**config.mk**
```make
export PLATFORM = sky130hd
export DESIGN_NAME = cdf_pass_ctrl
export DESIGN_NICKNAME = d
export VERILOG_FILES = /design/src/rtl/cdf_pass_ctrl.sv
export SDC_FILE = /design/constraint.sdc
export NUM_CORES = 1
export LEC_CHECK = 0
export ABC_AREA = 1
export CELL_PAD_IN_SITES_DETAIL_PLACEMENT = 0
export CELL_PAD_IN_SITES_GLOBAL_PLACEMENT = 1
export CORE_MARGIN = 2
export CORE_UTILIZATION = 44
export DETAILED_ROUTE_END_ITERATION = 10
export DONT_BUFFER_PORTS = 1
export HOLD_SLACK_MARGIN = 0.05
export PLACE_DENSITY = 0.75
export REMOVE_ABC_BUFFERS = 1
export SYNTH_ARGS = -nofsm -noshare
export SYNTH_HDL_FRONTEND = slang
export SYNTH_SLANG_ARGS = --single-unit
```
**constraint.sdc**
```tcl
create_clock -name clock_i -period 1.7 [get_ports clock_i]
set_clock_uncertainty 0.1 [all_clocks]
set_input_delay 0.17 -clock clock_i [delete_from_list [all_inputs] [get_ports clock_i]]
set_output_delay 0.17 -clock clock_i [all_outputs]
set_load 0.02 [all_outputs]
```
**src/rtl/cdf_pass_ctrl.sv**
```systemverilog
// CDF pass sequencer: queues ping-pong histogram-bank-ready events and runs one
// fetch pass then one map pass per event, with a fetch watchdog and sticky error.
module cdf_pass_ctrl #(
  parameter int TIMEOUT_CYCLES = 600,
  parameter int TO_W           = 10
) (
  input  logic clock_i,
  input  logic reset_ni,
  input  logic bank_ready_i,
  input  logic bank_id_i,
  output logic fetch_start_o,
  output logic fetch_base_o,
  input  logic fetch_done_i,
  output logic map_start_o,
  output logic map_bank_o,
  input  logic map_done_i,
  output logic busy_o,
  output logic pass_done_o,
  output logic pass_bank_o,
  output logic err_o,
  input  logic err_clr_i
);

  typedef enum logic [2:0] {
    S_IDLE  = 3'd0,
    S_SETUP = 3'd1,
    S_FETCH = 3'd2,
    S_DRAIN = 3'd3,
    S_MAP   = 3'd4,
    S_ERROR = 3'd5
  } state_e;

  state_e            state_q, state_d;
  logic [1:0]        pending_q, pending_d;
  logic              cur_q, cur_d;
  logic              last_q, last_d;
  logic [TO_W-1:0]   wd_q, wd_d;
  logic              err_q, err_d;

  logic              sel_bank;
  logic [1:0]        clr_mask;
  logic [1:0]        set_mask;
  logic              timeout_hit;

  // With both banks waiting, alternate away from the bank served last.
  assign sel_bank = (pending_q == 2'b11) ? ~last_q : pending_q[1];
  assign set_mask = bank_ready_i ? (bank_id_i ? 2'b10 : 2'b01) : 2'b00;

  always_comb begin
    state_d     = state_q;
    cur_d       = cur_q;
    last_d      = last_q;
    wd_d        = wd_q;
    clr_mask    = 2'b00;
    timeout_hit = 1'b0;
    case (state_q)
      S_IDLE: begin
        if (|pending_q) begin
          state_d = S_SETUP;
          cur_d   = sel_bank;
          last_d  = sel_bank;
        end
      end
      S_SETUP: begin
        state_d  = S_FETCH;
        wd_d     = '0;
        clr_mask = cur_q ? 2'b10 : 2'b01;
      end
      S_FETCH: begin
        // A done arriving on the last allowed cycle still wins over the timeout.
        if (fetch_done_i) begin
          state_d = S_DRAIN;
        end else if (wd_q == TO_W'(TIMEOUT_CYCLES - 1)) begin
          state_d     = S_ERROR;
          timeout_hit = 1'b1;
        end else begin
          wd_d = wd_q + TO_W'(1);
        end
      end
      S_DRAIN: begin
        state_d = S_MAP;
      end
      S_MAP: begin
        if (map_done_i) state_d = S_IDLE;
      end
      S_ERROR: begin
        if (err_clr_i) state_d = S_IDLE;
      end
      default: begin
        state_d = S_IDLE;
      end
    endcase
    // A new ready for the bank being retired re-arms it rather than being lost.
    pending_d = (pending_q & ~clr_mask) | set_mask;
    err_d     = timeout_hit ? 1'b1 : (err_clr_i ? 1'b0 : err_q);
  end

  always_ff @(posedge clock_i or negedge reset_ni) begin
    if (!reset_ni) begin
      state_q   <= S_IDLE;
      pending_q <= 2'b00;
      cur_q     <= 1'b0;
      last_q    <= 1'b1;
      wd_q      <= '0;
      err_q     <= 1'b0;
    end else begin
      state_q   <= state_d;
      pending_q <= pending_d;
      cur_q     <= cur_d;
      last_q    <= last_d;
      wd_q      <= wd_d;
      err_q     <= err_d;
    end
  end

  // Outputs decode directly from registered state so reset clears them at once.
  assign fetch_start_o = (state_q == S_FETCH);
  assign fetch_base_o  = ((state_q == S_SETUP) || (state_q == S_FETCH)) & cur_q;
  assign map_start_o   = (state_q == S_DRAIN);
  assign map_bank_o    = ((state_q == S_DRAIN) || (state_q == S_MAP)) & cur_q;
  assign busy_o        = (state_q != S_IDLE);
  assign pass_done_o   = (state_q == S_MAP) & map_done_i;
  assign pass_bank_o   = pass_done_o & cur_q;
  assign err_o         = err_q;

endmodule
```
==> run_results.csv, run 1 <==
group,metric,value,unit
grt,first_pass_grt_wire_length,4.105,mm
drt,drc_errors,0,
worst_setup_path,crit_cells,5,
floorplanning,dieArea,2860,µm²
clocking,h_tree_lvls,1,
floorplanning,ioPinCount,15,
drt,detail_route.first_pass.iterations,7,
drt,drt-met1-wl,1.156,mm
floorplanning,core.rowCount,17,
worst_setup_path,timing.critical_path.mode_cell,"sky130_fd_sc_hd__inv_1",
floorplanning,chipWidth,53.48,µm
placement,cell_count_post_placement,183,
drt,met3_length,77,µm
flow_run,max_cap_viol_count,0,
pwr,ir_drop,1.074,mV
floorplanning,floorplan.die.height,53.48,µm
placement,detailed_place.area,1149,µm²
worst_setup_path,worst_path_max_delay_cell,"sky130_fd_sc_hd__dfrtp_2",
finish,insertedDiodeCount,0,
clocking,ctsRootBufferMaster,"sky130_fd_sc_hd__clkbuf_4",
worst_setup_path,worstPathCellList,"inv_1 -> nor3_2 -> inv_1 -> a21oi_2 -> buf_4",
logic_synthesis,synthDominantAreaCellType,"sky130_fd_sc_hd__dfrtp_1",
clocking,number_of_clock_buffers_inserted_by_tritoncts,3,
clocking,sinks_on_the_clock_net,18,
worst_setup_path,cp-startpoint,"state_q[0]",
finish,fin_util,57.44,%
pwr,static-leakage-power,0.6081,nW
pwr,power.density_cell_area,1257,nW/µm²
logic_synthesis,ys_top_cells_by_area,"sky130_fd_sc_hd__dfrtp_1, sky130_fd_sc_hd__nand2_1, sky130_fd_sc_hd__nand3_1",
placement,io_buffers,0,
grt,global_route.usage.total,20.72,%
placement,place.detailed.hpwl,1.754,mm
worst_setup_path,worstPathRequired,1.43,ns
finish,final_cell_mix,"sky130_fd_sc_hd__nand2_1, sky130_fd_sc_hd__inv_1, sky130_fd_sc_hd__nand3_1",
logic_synthesis,synth_area_per_cell,7.182,µm²
worst_setup_path,rr_endpoint,"wd_q[7]",
drt,drt_iter0_drc,23,
finish,layoutNonFillerInstCount,195,
timing,setup_repair_after_global_routing_missed_its_margin,"yes",
worst_setup_path,critical_path.endpoint,"map_bank_o",
logic_synthesis,synth_top_area_share,39.49,%
timing,max_freq,611.2,MHz
floorplanning,initial_utilization,47.78,%
logic_synthesis,ys_ff_latch,18,
clocking,clkLatencyLatePin,0.30,ns
finish,areaGrowthSynthToFinish,20.21,%
worst_setup_path,max_stage_delay,0.44,ns
timing,fin_setup_tns,0,ns
worst_setup_path,critical_path.reg2reg.startpoint,"wd_q[1]",
placement,gp_congestion,0.8173,
logic_synthesis,synth_cell_types,21,
drt,drt-vias-per-instance,5.072,
floorplanning,placeableCoreArea,2255,µm²
drt,final_antenna_net_count,0,
worst_hold_path,hold_class,"input port to asynchronous set/reset pin",
timing,tightestPinTransition,0.8319,ns
logic_synthesis,synth_warnings,0,
worst_setup_path,critPathMaxFanout,6,
pwr,totalPowerFinal,1.628,mW
logic_synthesis,cell_area_after_technology_mapping,1077,µm²
worst_setup_path,arrival,1.37,ns
finish,fin_nets,176,
drt,dr_wl_met2,1.234,mm
timing,finalHoldViolations,0,
grt,grt_start_max_net_pins,20,
clocking,path_clk_slew,0.11,ns
worst_setup_path,reg2reg_depth,8,
worst_setup_path,critPathLaunchType,"flip-flop",
clocking,clockBufferDepth,2,
timing,final_min_period_over_clock_period,96.24,%
worst_setup_path,path_delay_family,"flip-flops",
finish,fillerInstances,234,
finish,design_area,1295,µm²
worst_setup_path,crit_buf_inv,3,
clocking,cts_tree,"done",
logic_synthesis,synth-seq-area-share,41.93,%
worst_setup_path,r2r_slack,0.14,ns
timing,setup_viol_count_final,0,
drt,route.detailed.wl_per_inst,12.66,µm
timing,slew_violations,0,
timing,post-route-min-period,1.636,ns
worst_setup_path,crit_path_end_kind,"output pin",
logic_synthesis,post_synth_inst_count,150,
grt,overflow,0,
worst_setup_path,path_class,"flip-flop to output pin",
finish,drive_gt1_share,17.37,%
drt,postRouteWirelength,2.468,mm
outcome,run_status,"finished, final reports clean",
timing,maxSlewHeadroom,44.35,%
grt,antenna_found_initial,0,
finish,final_common_cell,"sky130_fd_sc_hd__nand2_1",
grt,first_global_vias,926,
drt,highest_metal_used,"met3",
drt,via_count,989,
-- worst min-delay path by stage --
stage	endpoint	slack [ns]	from
CTS	wd_q[4]	0.32	reset_ni
floorplan	cur_q	-0.23	reset_ni
global route	wd_q[7]	0.35	reset_ni
global placement	wd_q[7]	-0.23	reset_ni
finish	wd_q[5]	0.30	reset_ni
detailed placement	wd_q[4]	-0.23	reset_ni
-- timing repair --
item	CTS	global route
pin swaps	0	1
endpoints found under the hold margin	24	0
setup endpoints to repair	2	8
buffers inserted	0	2
gates resized for setup	3	9
hold buffers	6	0
-- area by class of cell --
cell class              count  area (µm²)  area share [%]
multi-input cells         109       573.1           44.25
flip-flops and latches     18       454.2           35.07
repair buffers             15       127.6           9.855
inverters                  21       78.83           6.087
well taps                  28       35.03           2.705
clock buffers               4       26.28           2.029
-- stage by stage --
step | hold slack (ns) | setup WS [ns]
CTS | 0.3189 | -0.003243
global route | 0.3515 | -0.02688
finish | 0.3041 | 0.06396
detailed placement | -0.2252 | 0.1260
global placement | -0.2252 | 0.1789
floorplan | -0.2256 | -0.1122
-- routing by layer --
| layer | vias to the layer above | global-route usage [%] |
|---|---|---|
| li1 | 511 | - |
| met1 | 464 | 26.94 |
| met2 | 14 | 32.92 |
| met3 | 0 | 5.085 |
| met4 | 0 | 7.692 |
| met5 | - | 0 |
-- cells by family (layout without fill, tap and decap cells) --
kind of cell | after synthesis | in the layout | share of synthesized area (%)
buffers and inverters | 23 | 40 | 8.827
xor gates and xnor gates | 2 | 2 | 1.626
DFF | 18 | 18 | 41.93
adders and majority gates | 1 | 1 | 1.161
and+or+nand+nor | 90 | 90 | 38.44
AOI/OAI and AO/OA | 16 | 16 | 8.014
-- report_power, final --
part | internal (mW) | switching [mW]
Combinational | 0.280 | 0.503
Sequential | 0.533 | 0.0822
Clock | 0.0912 | 0.139
-- synthesized netlist by cell type --
cell type / n
sky130_fd_sc_hd__nand2_1: 45
sky130_fd_sc_hd__inv_1: 21
sky130_fd_sc_hd__nand3_1: 18
sky130_fd_sc_hd__dfrtp_1: 17
sky130_fd_sc_hd__nor2_1: 14
sky130_fd_sc_hd__o21ai_0: 11
sky130_fd_sc_hd__a21oi_1: 3
sky130_fd_sc_hd__nor3_1: 3
sky130_fd_sc_hd__nand3_2: 2
sky130_fd_sc_hd__nand4_1: 2
sky130_fd_sc_hd__nor2_4: 2
sky130_fd_sc_hd__nor3b_1: 2
sky130_fd_sc_hd__xnor2_1: 2
sky130_fd_sc_hd__buf_2: 1
sky130_fd_sc_hd__buf_6: 1
sky130_fd_sc_hd__dfstp_2: 1
sky130_fd_sc_hd__ha_1: 1
sky130_fd_sc_hd__nand2_2: 1
sky130_fd_sc_hd__nand2_4: 1
sky130_fd_sc_hd__o211ai_1: 1
sky130_fd_sc_hd__o21ai_2: 1
-- registers in the layout (all words and copies together), names as in the netlist --
signal	count
state_q	3
last_q	1
cur_q	1
wd_q	10
pending_q	2
err_o	1
(Power assumes the default switching activity.)
==> inputs of run 2 (changes only) <==
CORE_UTILIZATION = 47   (was 44)
PLACE_DENSITY = 0.79   (was 0.75)
clock period = 2 ns   (was 1.7 ns; I/O delays follow)
==> run_results.csv, run 2 (same netlist as run 1, synthesis figures left out) <==
group,metric,value,unit
worst_setup_path,crit_buf_inv,2,
pwr,static-leakage-power,0.5849,nW
flow_run,max_cap_viol_count,0,
placement,gp_congestion,0.7775,
floorplanning,dieArea,2691,µm²
clocking,clkLatencyLatePin,0.30,ns
pwr,power.density_cell_area,1046,nW/µm²
timing,tightestPinTransition,0.8090,ns
drt,route.detailed.wl_per_inst,12.10,µm
worst_setup_path,critPathMaxFanout,9,
worst_setup_path,crit_path_end_kind,"output pin",
finish,layoutNonFillerInstCount,191,
timing,final_min_period_over_clock_period,93.28,%
timing,setup_repair_after_global_routing_missed_its_margin,"no",
grt,antenna_found_initial,0,
clocking,h_tree_lvls,1,
worst_setup_path,path_delay_family,"flip-flops",
drt,drc_errors,0,
grt,grt_start_max_net_pins,20,
finish,top_regs,"wd_q (10), state_q (3), pending_q (2)",
clocking,post_cts_resized,0,
timing,max_freq,536.0,MHz
drt,via_count,962,
grt,global_route.usage.total,20.21,%
drt,detail_route.first_pass.iterations,4,
pwr,ir_drop,0.8417,mV
floorplanning,ioPinCount,15,
floorplanning,floorplan.die.height,51.88,µm
grt,first_global_vias,896,
drt,final_antenna_net_count,0,
timing,finalHoldViolations,0,
worst_setup_path,worstPathCellList,"inv_1 -> nand3_1 -> a21oi_1 -> buf_4",
timing,setup_viol_count_final,0,
worst_hold_path,hold_class,"input port to asynchronous set/reset pin",
timing,slew_violations,0,
floorplanning,placeableCoreArea,2191,µm²
finish,final_cell_mix,"sky130_fd_sc_hd__nand2_1, sky130_fd_sc_hd__inv_1, sky130_fd_sc_hd__nand3_1",
finish,insertedDiodeCount,0,
drt,postRouteWirelength,2.312,mm
finish,largest_register_ff_count,10,
worst_setup_path,critPathLaunchType,"flip-flop",
worst_setup_path,worstPathRequired,1.70,ns
clocking,sinks_on_the_clock_net,18,
floorplanning,chipWidth,51.88,µm
drt,drt-vias-per-instance,5.037,
grt,overflow,0,
worst_setup_path,path_class,"flip-flop to output pin",
placement,io_buffers,0,
finish,largest_register,"wd_q",
floorplanning,core.rowCount,17,
outcome,run_status,"finished, final reports clean",
worst_setup_path,arrival,1.57,ns
finish,areaGrowthSynthToFinish,14.17,%
clocking,path_clk_slew,0.11,ns
placement,place.detailed.hpwl,1.689,mm
placement,cell_count_post_placement,181,
clocking,number_of_clock_buffers_inserted_by_tritoncts,3,
finish,fin_nets,172,
drt,drt_iter0_drc,19,
finish,final_common_cell,"sky130_fd_sc_hd__nand2_1",
timing,maxSlewHeadroom,45.89,%
finish,drive_gt1_share,10.43,%
timing,post-route-min-period,1.866,ns
worst_setup_path,worst_path_max_delay_cell,"sky130_fd_sc_hd__dfrtp_1",
clocking,clockBufferDepth,2,
worst_setup_path,max_stage_delay,0.42,ns
grt,first_pass_grt_wire_length,3.926,mm
clocking,ctsRootBufferMaster,"sky130_fd_sc_hd__clkbuf_4",
floorplanning,initial_utilization,49.17,%
clocking,cts_tree,"done",
timing,fin_setup_tns,0,ns
-- run 2: changes by cell type in the layout (fill, tap and decap cells not counted), moves of 2 or more --
| cell | delta |
|---|---|
| sky130_fd_sc_hd__inv_2 | -2 |
| sky130_fd_sc_hd__buf_4 | -4 |
| sky130_fd_sc_hd__dfrtp_1 | +2 |
| sky130_fd_sc_hd__dfrtp_2 | -2 |
| sky130_fd_sc_hd__nor3_1 | +2 |
| sky130_fd_sc_hd__nor3_2 | -2 |
| sky130_fd_sc_hd__inv_1 | +2 |
-- run 2: cell type report --
cell class              count  area [µm²]
flip-flops and latches     18       451.7
well taps                  28       35.03
fillers                   216       960.9
repair buffers             11       97.59
inverters                  21       78.83
multi-input cells         109       530.5
clock buffers               4       36.28
-- run 2: final timing paths --
check                           startpoint           end  slack, ns  depth (start not counted)
worst min-delay path              reset_ni       wd_q[4]       0.32                          1
max in group asynchronous         reset_ni       wd_q[9]       0.97                          1
worst max register to register     wd_q[0]       wd_q[5]       0.35                          8
worst max-delay path            state_q[1]  fetch_base_o       0.13                          4
min in group clock_i                last_q        last_q       0.41                          2
worst min register to register      last_q        last_q       0.41                          2
-- run 2: timing repair --
| action | CTS | global route |
|---|---|---|
| setup buffers | 0 | 0 |
| hold buffers | 6 | 0 |
| endpoints found under the hold margin | 24 | 0 |
| endpoints found under the setup margin | 0 | 0 |
-- run 2: stage by stage --
stage          util, %  power, mW  worst slack [ns]  cell area, µm²  hold slack [ns]
2_1_floorplan        -     0.9003            0.1578            1061          -0.1956
3_3_place_gp     51.74      1.045            0.4233            1134          -0.1952
3_5_place_dp     51.74      1.046            0.3745            1134          -0.1952
4_1_cts          56.14      1.295            0.1072            1230           0.3586
5_1_grt          56.14      1.395          0.002325            1230           0.3934
6_report         56.14      1.286            0.1343            1230           0.3173
-- run 2: worst reg2reg max path, cell delays in order (launching register included) --
cell	delay, ns
sky130_fd_sc_hd__dfrtp_1	0.43
sky130_fd_sc_hd__ha_1	0.23
sky130_fd_sc_hd__nand2_1	0.08
sky130_fd_sc_hd__nor2_1	0.13
sky130_fd_sc_hd__nand3_2	0.12
sky130_fd_sc_hd__nand2_4	0.19
sky130_fd_sc_hd__nand2_1	0.15
sky130_fd_sc_hd__nand2_1	0.10
sky130_fd_sc_hd__nand2_1	0.05
-- run 2: per-layer routing --
| layer | vias to the layer above | GRT usage [%] | share of wire [%] |
|---|---|---|---|
| met1 | 432 | 26.06 | 47 |
| met5 | - | 0 | 0 |
| met4 | 0 | 7.895 | 0.74 |
| met3 | 2 | 5.172 | 5.0 |
| met2 | 23 | 32.28 | 47 |
| li1 | 505 | - | - |
-- run 2: power breakdown --
part	switching, mW	internal, mW
logic	0.369	0.168
registers	0.0685	0.449
clock network	0.121	0.111
total	0.558	0.728
